===== src/rtl/light_safety_monitor.sv =====
`default_nettype none
// +--------------------------------------------------------------------------+
// | light_safety_monitor: lamp conflict/sequence monitor with fault flash.   |
// | Optional macro LSM_TIMING_CHECK_EN adds tick counters and phase checks.  |
// | Rev 1.0                                                                  |
// +--------------------------------------------------------------------------+
module light_safety_monitor #(
    parameter int GREEN_MIN_TICKS  = 5,
    parameter int YELLOW_MIN_TICKS = 2,
    parameter int FLASH_HALF_TICKS = 1
) (
    input  logic       clk,
    input  logic       rst,
    input  logic       tick,
    input  logic       ns_g_in,
    input  logic       ns_y_in,
    input  logic       ns_r_in,
    input  logic       ew_g_in,
    input  logic       ew_y_in,
    input  logic       ew_r_in,
    input  logic       clear_fault,
    output logic       ns_g,
    output logic       ns_y,
    output logic       ns_r,
    output logic       ew_g,
    output logic       ew_y,
    output logic       ew_r,
    output logic       fault,
    output logic [2:0] fault_code,
    output logic [7:0] fault_count
);

    localparam logic [2:0] c_green  = 3'b100;
    localparam logic [2:0] c_yellow = 3'b010;
    localparam logic [2:0] c_red    = 3'b001;

    localparam logic [2:0] c_code_combo     = 3'd1;
    localparam logic [2:0] c_code_conflict  = 3'd2;
    localparam logic [2:0] c_code_bad_seq   = 3'd3;
    localparam logic [2:0] c_code_short_yel = 3'd4;
    localparam logic [2:0] c_code_short_grn = 3'd5;

    localparam int FLASH_W = (FLASH_HALF_TICKS > 1) ? $clog2(FLASH_HALF_TICKS) : 1;
    localparam logic [FLASH_W-1:0] c_flash_last = FLASH_W'(FLASH_HALF_TICKS - 1);

    typedef enum logic [1:0] {
        S_MON    = 2'd0,
        S_FLASH  = 2'd1,
        S_RESYNC = 2'd2
    } state_t;

    state_t             r_state, w_state_next;
    logic [2:0]         w_ns_in, w_ew_in;
    logic [2:0]         r_prev_ns, r_prev_ew;
    logic [2:0]         r_ns_lamp, r_ew_lamp, w_ns_lamp_next, w_ew_lamp_next;
    logic               r_fault, w_fault_next;
    logic [2:0]         r_code, w_code_next;
    logic [7:0]         r_count, w_count_next;
    logic               r_flash_phase, w_flash_phase_next;
    logic [FLASH_W-1:0] r_flash_cnt, w_flash_cnt_next;
    logic               w_combo_bad, w_conflict, w_bad_seq;
    logic               w_short_yellow, w_short_green;
    logic               w_violation, w_resync_done;
    logic [2:0]         w_viol_code;

    assign w_ns_in = {ns_g_in, ns_y_in, ns_r_in};
    assign w_ew_in = {ew_g_in, ew_y_in, ew_r_in};

    function automatic logic legal_step(input logic [2:0] prev, input logic [2:0] cur);
        return (cur == prev)
            || (prev == c_green  && cur == c_yellow)
            || (prev == c_yellow && cur == c_red)
            || (prev == c_red    && cur == c_green);
    endfunction

    assign w_combo_bad   = !$onehot(w_ns_in) || !$onehot(w_ew_in);
    assign w_conflict    = !ns_r_in && !ew_r_in;
    assign w_bad_seq     = !legal_step(r_prev_ns, w_ns_in) || !legal_step(r_prev_ew, w_ew_in);
    assign w_violation   = w_combo_bad || w_conflict || w_bad_seq || w_short_yellow || w_short_green;
    // Controller has just started a fresh NS green after the EW yellow ended.
    assign w_resync_done = (w_ns_in == c_green) && (w_ew_in == c_red) && (r_prev_ew == c_yellow);

`ifdef LSM_TIMING_CHECK_EN
    localparam logic [3:0] c_green_min  = (GREEN_MIN_TICKS  > 15) ? 4'd15 : 4'(GREEN_MIN_TICKS);
    localparam logic [3:0] c_yellow_min = (YELLOW_MIN_TICKS > 15) ? 4'd15 : 4'(YELLOW_MIN_TICKS);

    logic [3:0] r_ns_cnt, r_ew_cnt;

    function automatic logic [3:0] cnt_next(input logic [2:0] prev, input logic [2:0] cur,
                                            input logic [3:0] cnt, input logic t);
        if (cur != prev)
            return {3'b000, t};
        if (t && cnt != 4'd15)
            return cnt + 4'd1;
        return cnt;
    endfunction

    always_ff @(posedge clk) begin
        if (rst) begin
            r_ns_cnt <= '0;
            r_ew_cnt <= '0;
        end else if (r_state == S_RESYNC && w_resync_done) begin
            r_ns_cnt <= {3'b000, tick};
            r_ew_cnt <= {3'b000, tick};
        end else begin
            r_ns_cnt <= cnt_next(r_prev_ns, w_ns_in, r_ns_cnt, tick);
            r_ew_cnt <= cnt_next(r_prev_ew, w_ew_in, r_ew_cnt, tick);
        end
    end

    assign w_short_yellow = (r_prev_ns == c_yellow && w_ns_in == c_red && r_ns_cnt < c_yellow_min)
                         || (r_prev_ew == c_yellow && w_ew_in == c_red && r_ew_cnt < c_yellow_min);
    assign w_short_green  = (r_prev_ns == c_green && w_ns_in == c_yellow && r_ns_cnt < c_green_min)
                         || (r_prev_ew == c_green && w_ew_in == c_yellow && r_ew_cnt < c_green_min);
`else
    // Without the counters the phase limits are accepted but never enforced.
    if (GREEN_MIN_TICKS > 0 || YELLOW_MIN_TICKS > 0) begin : g_timing_unchecked
        assign w_short_yellow = 1'b0;
        assign w_short_green  = 1'b0;
    end else begin : g_timing_trivial
        assign w_short_yellow = 1'b0;
        assign w_short_green  = 1'b0;
    end
`endif

    always_comb begin
        w_viol_code = 3'd0;
        if (w_combo_bad)
            w_viol_code = c_code_combo;
        else if (w_conflict)
            w_viol_code = c_code_conflict;
        else if (w_bad_seq)
            w_viol_code = c_code_bad_seq;
        else if (w_short_yellow)
            w_viol_code = c_code_short_yel;
        else if (w_short_green)
            w_viol_code = c_code_short_grn;
    end

    always_comb begin
        w_state_next       = r_state;
        w_ns_lamp_next     = c_red;
        w_ew_lamp_next     = c_red;
        w_fault_next       = r_fault;
        w_code_next        = r_code;
        w_count_next       = r_count;
        w_flash_phase_next = r_flash_phase;
        w_flash_cnt_next   = r_flash_cnt;
        unique case (r_state)
            S_MON: begin
                if (w_violation) begin
                    w_state_next       = S_FLASH;
                    w_fault_next       = 1'b1;
                    w_code_next        = w_viol_code;
                    w_count_next       = (r_count == 8'hFF) ? 8'hFF : r_count + 8'd1;
                    w_flash_phase_next = 1'b1;
                    w_flash_cnt_next   = '0;
                    w_ns_lamp_next     = c_yellow;
                    w_ew_lamp_next     = c_yellow;
                end else begin
                    w_ns_lamp_next = w_ns_in;
                    w_ew_lamp_next = w_ew_in;
                end
            end
            S_FLASH: begin
                if (clear_fault) begin
                    w_state_next = S_RESYNC;
                end else begin
                    if (tick) begin
                        if (r_flash_cnt == c_flash_last) begin
                            w_flash_phase_next = !r_flash_phase;
                            w_flash_cnt_next   = '0;
                        end else begin
                            w_flash_cnt_next = r_flash_cnt + FLASH_W'(1);
                        end
                    end
                    w_ns_lamp_next = {1'b0, w_flash_phase_next, 1'b0};
                    w_ew_lamp_next = {1'b0, w_flash_phase_next, 1'b0};
                end
            end
            S_RESYNC: begin
                if (w_resync_done) begin
                    w_state_next   = S_MON;
                    w_fault_next   = 1'b0;
                    w_ns_lamp_next = w_ns_in;
                    w_ew_lamp_next = w_ew_in;
                end
            end
            default: w_state_next = S_MON;
        endcase
    end

    always_ff @(posedge clk) begin
        if (rst) begin
            r_state       <= S_MON;
            r_ns_lamp     <= c_red;
            r_ew_lamp     <= c_red;
            r_fault       <= 1'b0;
            r_code        <= 3'd0;
            r_count       <= 8'd0;
            r_prev_ns     <= c_green;
            r_prev_ew     <= c_red;
            r_flash_phase <= 1'b1;
            r_flash_cnt   <= '0;
        end else begin
            r_state       <= w_state_next;
            r_ns_lamp     <= w_ns_lamp_next;
            r_ew_lamp     <= w_ew_lamp_next;
            r_fault       <= w_fault_next;
            r_code        <= w_code_next;
            r_count       <= w_count_next;
            r_prev_ns     <= w_ns_in;
            r_prev_ew     <= w_ew_in;
            r_flash_phase <= w_flash_phase_next;
            r_flash_cnt   <= w_flash_cnt_next;
        end
    end

    assign {ns_g, ns_y, ns_r} = r_ns_lamp;
    assign {ew_g, ew_y, ew_r} = r_ew_lamp;
    assign fault              = r_fault;
    assign fault_code         = r_code;
    assign fault_count        = r_count;

endmodule
`default_nettype wire


===== config.mk =====
export PLATFORM = sky130hd
export DESIGN_NAME = light_safety_monitor
export DESIGN_NICKNAME = d
export VERILOG_FILES = /design/src/rtl/light_safety_monitor.sv
export SDC_FILE = /design/constraint.sdc
export NUM_CORES = 1
export LEC_CHECK = 0
export BUFFER_PORTS_ARGS = -buffer_cell sky130_fd_sc_hd__buf_4
export CORE_ASPECT_RATIO = 0.5
export CORE_MARGIN = 1.5
export CORE_UTILIZATION = 40
export CTS_BUF_LIST = sky130_fd_sc_hd__clkbuf_8
export CTS_CLUSTER_DIAMETER = 60
export CTS_CLUSTER_SIZE = 8
export DETAILED_ROUTE_END_ITERATION = 6
export GPL_TIMING_DRIVEN = 0
export SLEW_MARGIN = 20
export SYNTH_ARGS = -nofsm -noshare
export SYNTH_HDL_FRONTEND = slang
export SYNTH_SLANG_ARGS = --single-unit

===== constraint.sdc =====
create_clock -name clk -period 2.7 [get_ports clk]
set_clock_uncertainty 0.05 [all_clocks]
set_input_delay 0.54 -clock clk [delete_from_list [all_inputs] [get_ports clk]]
set_output_delay 0.54 -clock clk [all_outputs]
set_load 0.03 [all_outputs]

Word level (Yosys, flattened, before mapping)
Cells that the tools add are included.
{"block": "word_totals", "ff_bits": 28, "input_bits": 10, "output_inout_bits": 18, "word_cells": 101}
{"block": "classes", "add_sub_neg": 6, "eq_ne": 24, "muxes": 27, "reduce_logical": 34}
{"cell": "one-hot mux 3 bit (3 select lines)", "count": 2}
{"cell": "2-to-1 mux 2 bit", "count": 7}
{"cell": "equality test 3 x 1 -> 1 bit (second input constant)", "count": 4}
{"cell": "equality test 3 x 2 -> 1 bit (second input constant)", "count": 4}
{"cell": "equality test 3 bit (second input constant)", "count": 4}
{"cell": "2-to-1 mux 3 bit", "count": 4}
{"cell": "logical OR 1 bit", "count": 10}
{"cell": "inequality test 2 bit (second input constant)", "count": 5}
{"cell": "logical AND 1 bit", "count": 9}
{"cell": "2-to-1 mux 1 bit", "count": 9}
{"cell": "AND reduction 3 bit", "count": 3}
{"cell": "adder 8 x 1 -> 8 bit (second input constant)", "count": 1}
{"cell": "equality test 8 bit (second input constant)", "count": 1}
{"cell": "2-to-1 mux 8 bit", "count": 1}
{"cell": "zero test 1 bit", "count": 7}
{"cell": "equality test 2 x 1 -> 1 bit (second input constant)", "count": 3}
{"cell": "equality test 3 bit", "count": 2}
{"cell": "one-hot mux 1 bit (2 select lines)", "count": 3}
{"cell": "one-hot mux 2 bit (3 select lines)", "count": 1}
{"cell": "adder 1 x 1 -> 2 bit", "count": 2}
{"cell": "adder 2 x 1 -> 2 bit", "count": 2}
{"cell": "AND reduction 4 bit", "count": 1}
{"cell": "nonzero test 2 bit", "count": 2}
{"cell": "equality test 2 bit (second input constant)", "count": 1}
{"cell": "3 further kinds", "count": 3}

Depth between registers and ports, before layout
{"block": "depth", "ltp_word": 10, "mapped_depth": 7, "ltp_nobuf": 7}

Worst setup path after synthesis
No wires, ideal clock.
{"block": "synth_path", "kind": "input -> register", "start": "in ns_r_in", "end": "reg r_count[5], in the netlist fault_count[5]", "setup_ns": 0.088, "arrival_ns": 2.080, "required_time_ns": 2.562, "path_slack_ns": 0.481, "path_stages": 7, "cell_sequence": "inv_1 > fa_1 > and4bb_2 > nand4_2 > buf_6 > and3_4 > a311oi_2"}
{"block": "synth_between", "elab_chain_cells": 9}
{"element": "start: declaration", "line": "17", "text": "input logic ns_r_in,"}
{"element": "branches (longest 7 deep; another with adder 1 x 1 -> 2 bit)"}
{"element": "logical OR 1 bit (*)", "line": "79", "text": "assign w_violation = w_combo_bad || w_conflict || w_bad_seq || w_short_yellow || w_short_green;"}
{"element": "AND reduction 2 bit (no line) (*)"}
{"element": "end signal: assignment", "line": "211", "text": "r_count <= w_count_next;"}
{"element": "end: declaration", "line": "58", "text": "logic [7:0] r_count, w_count_next;"}
Every way passes the cells marked *.
A chain may end at the register's enable or synchronous reset.

Worst setup path in the final report
{"block": "layout_path", "start": "in ew_r_in", "end": "reg r_count[5], in the netlist fault_count[5]"}
{"block": "layout_between", "elab_chain_cells": 9}
{"element": "start: declaration", "line": "20", "text": "input logic ew_r_in,"}
{"element": "branches (longest 7 deep; another with adder 1 x 1 -> 2 bit)"}
{"element": "logical OR 1 bit (*)", "line": "79"}
{"element": "AND reduction 2 bit (no line) (*)"}
Marks and branches as above.

==> results.yml <==
floorplan:
  num_io_pins: 28
  core_um2: 3140
  row_count: 14
  die_w_um: 86.1
  die_h_um: 44.5
  die-area_um2: 3830
  start_util_pct: 44.0
critical_path:
  arrival_ps: 2420
  cpPeakStageDelay_ps: 450
  path_class: "input pin to flop"
  cp-start-kind: "input pin"
  required_ps: 2840
  rr_worst_depth: 6
  critPathBufInv: 3
  cp_top_family: "simple AND/OR/NAND/NOR gates"
  path_cells: "buf_4, inv_1, fa_1, and4bb_2, nand4_2, buf_6, and3_4, a311oi_2"
  crit_fanout: 10
  r2r_slack_ps: 890
  r2r-end: "fault_count[5]$_SDFFE_PP0P_"
  end_kind: "flop"
  r2r-start: "r_prev_ns[1]$_SDFF_PP0_"
  cp_slowest_cell: "fa_1"
flow_run:
  drv_cap: 0
yosys:
  ys_types: 44
  syn_area_um2: 1380
  syn-num-nets: 172
  synth_edf_count: 0
  synth.avg_cell_area_um2: 8.68
  synthMuxAreaShare_pct: 0
  synthArstFlopShare_pct: 0
  synth_warnings: 0
  synth_top_family_by_area: "simple AND/OR/NAND/NOR gates"
  synthCells: 159
  synthAdderAreaFrac_pct: 3.81
  yosys.area_share.xor_xnor_pct: 4.44
  synth_seq_cells: 26
  synth.yosys.seq_area_share_pct: 37.7
  synth-compound-area-share_pct: 21.6
  synth-simple-area-share_pct: 25.8
  synth_top_flop_cell: "dfxtp_1"
worst_hold_path:
  hold_end: "r_state[0]$_SDFFE_PP0P_"
  hold_class: "input pin to flop"
  min-delay-start: "clear_fault"
  hold_path_depth: 2
cts:
  max-clock-path-buffers: 2
  clock_latency_ps: 270
  holdBufCountCts: 0
  post_cts_resized: 0
  cts_tree: "yes"
  cts_buffers: 3
  cts_root_buf: "clkbuf_8"
  clk_pin_slew_worst_paths_ps: 90
  htree_levels: 1
  cts.sinks: 26
  cts_setup_buffers: 0
sta:
  clock.fmax_mhz: 438
  setup-tns-final_ps: 0
  setup_viol: 0
  tightestPinTransition_ps: 615
  rsz0062_at_grt: "no"
  period_minus_slack_ps: 2280
  final_hold_viol_count: 0
  layout_worst_path_cycle_share_pct: 84.5
  slew_viol_final: 0
  slew_headroom_pct: 59.0
global_routing:
  grt_max_degree: 15
  gr-usage-all-layers_pct: 18.4
  antenna_found_initial: 0
  grt_pass1_wl_mm: 5.40
  grt_overflow: 0
  grt_pass1_vias: 1166
routing:
  drc_errors: 0
  ant_nets: 0
  post_drt_wl_per_cell_um: 13.9
  drt_wl_total_mm: 3.19
  vias: 1269
  vias_per_cell: 5.54
  drt-pass1-iter-count: 4
  drt_iter0_drc: 53
power_and_ir_drop:
  power.leakage_nw: 0.704
  ir_drop_mv: 0.204
  powerDensity_nw_per_um2: 512
finish:
  diodes: 0
  drive_gt1_share_pct: 25.4
  area_growth_pct: 21.8
  finalNetCount: 203
  multi_input_area_um2: 772
  utilization_pct: 53.6
  nFillCells: 329
  regArea_um2: 520
placed_design:
  dpl.hpwl_mm: 2.36
  gp_congestion: 0.861
  portBuffers: 26
run_status:
  run_status: "completed"
## Yosys cell counts (all sizes together), types with 2 or more instances
master	number	area, µm²
inv	12	45.0
o21ai	2	13.8
a21oi	12	60.1
nand3	7	35.0
nor4	2	12.5
fa	2	40.0
clkbuf	3	11.3
nor3	2	10.0
buf	4	31.3
xor2	3	26.3
and3	6	42.5
a211oi	3	22.5
and4bb	4	50.1
nand2	13	48.8
o31ai	3	22.5
nand4	4	31.3
a311oi	3	38.8
nor2	22	85.1
a31oi	5	31.3
o31a	2	17.5
dfxtp	26	521
xnor2	4	35.0
## cell type report
cell class                      instances  share of cell area (%)
Buffer                                  7                    2.53
Clock buffer                            4                    3.28
Inverter                               12                    2.68
Multi-Input combinational cell        114                    45.9
Sequential cell                        26                    31.0
Tap cell                               40                    2.98
Timing Repair Buffer                   26                    11.6
## how the worst max path moves through the flow
| stage | endpoint | cells past startpoint | slack (ps) | start |
|---|---|---|---|---|
| final | fault_count[5]$_SDFFE_PP0P_ | 8 | 420 | ew_r_in |
| after global placement | fault_count[5]$_SDFFE_PP0P_ | 8 | 120 | ns_r_in |
| after CTS | fault_count[5]$_SDFFE_PP0P_ | 8 | 440 | ns_r_in |
| after global routing | fault_count[5]$_SDFFE_PP0P_ | 8 | 330 | ns_r_in |
| after detailed placement | fault_count[5]$_SDFFE_PP0P_ | 8 | 150 | ew_r_in |
| after floorplan | fault_count[5]$_SDFFE_PP0P_ | 7 | 480 | ns_r_in |
## power by group
group | total [W] | switching [W] | internal (W)
Sequential | 0.000427 | 0.0000201 | 0.000407
Clock | 0.000249 | 0.000119 | 0.000130
Combinational | 0.000184 | 0.000111 | 0.0000729
## layout by cell type (no fill, tap or decap), types with 2 or more instances in the layout
cell	synthesis	final
a211oi_1	3	3
a21oi_1	12	12
a311oi_2	2	2
a31oi_1	5	5
and3_1	5	5
and4bb_2	4	4
buf_4	2	28
clkbuf_1	3	3
clkbuf_8	0	4
dfxtp_1	26	26
fa_1	2	2
inv_1	12	12
nand2_1	13	13
nand3_1	7	7
nand4_1	3	3
nor2_1	21	21
nor3_1	2	2
nor4_1	2	2
o31a_1	2	2
o31ai_1	3	3
xnor2_1	4	4
xor2_1	3	3
## flip-flops by register name (all words and copies together) (netlist names)
register       flops
fault_count        8
r_ew_lamp          3
r_ns_lamp          3
r_prev_ew          3
r_prev_ns          3
fault_code         2
r_state            2
fault              1
r_flash_phase      1
## per-layer routing
| layer | GRT usage (%) | vias up | routed length [µm] |
|---|---|---|---|
| met1 | 24.3 | 596 | 1610 |
| met2 | 31.0 | 34 | 1350 |
| met5 | 0 | - | 0 |
| met4 | 5.16 | 0 | 32 |
| li1 | - | 634 | - |
| met3 | 4.10 | 5 | 201 |
## metrics by stage
step	cell area (µm²)	worst slack, ps	power [W]	hold WS, ps	cells
final	1680	418	0.000860	427	229
after global routing	1680	327	0.000912	421	229
after CTS	1680	438	0.000873	417	229
after detailed placement	1630	154	0.000619	415	225
after global placement	1630	122	0.000617	413	225
after floorplan	1380	481	0.000553	452	159
## cell families after synthesis
kind of cell | after synthesis
xor+xnor | 7
fa+ha+maj | 3
buf+inv | 19
simple gates | 64
other cells | 1
flops | 26
compound gates | 39
No activity file was read; power rests on OpenSTA's default activity.
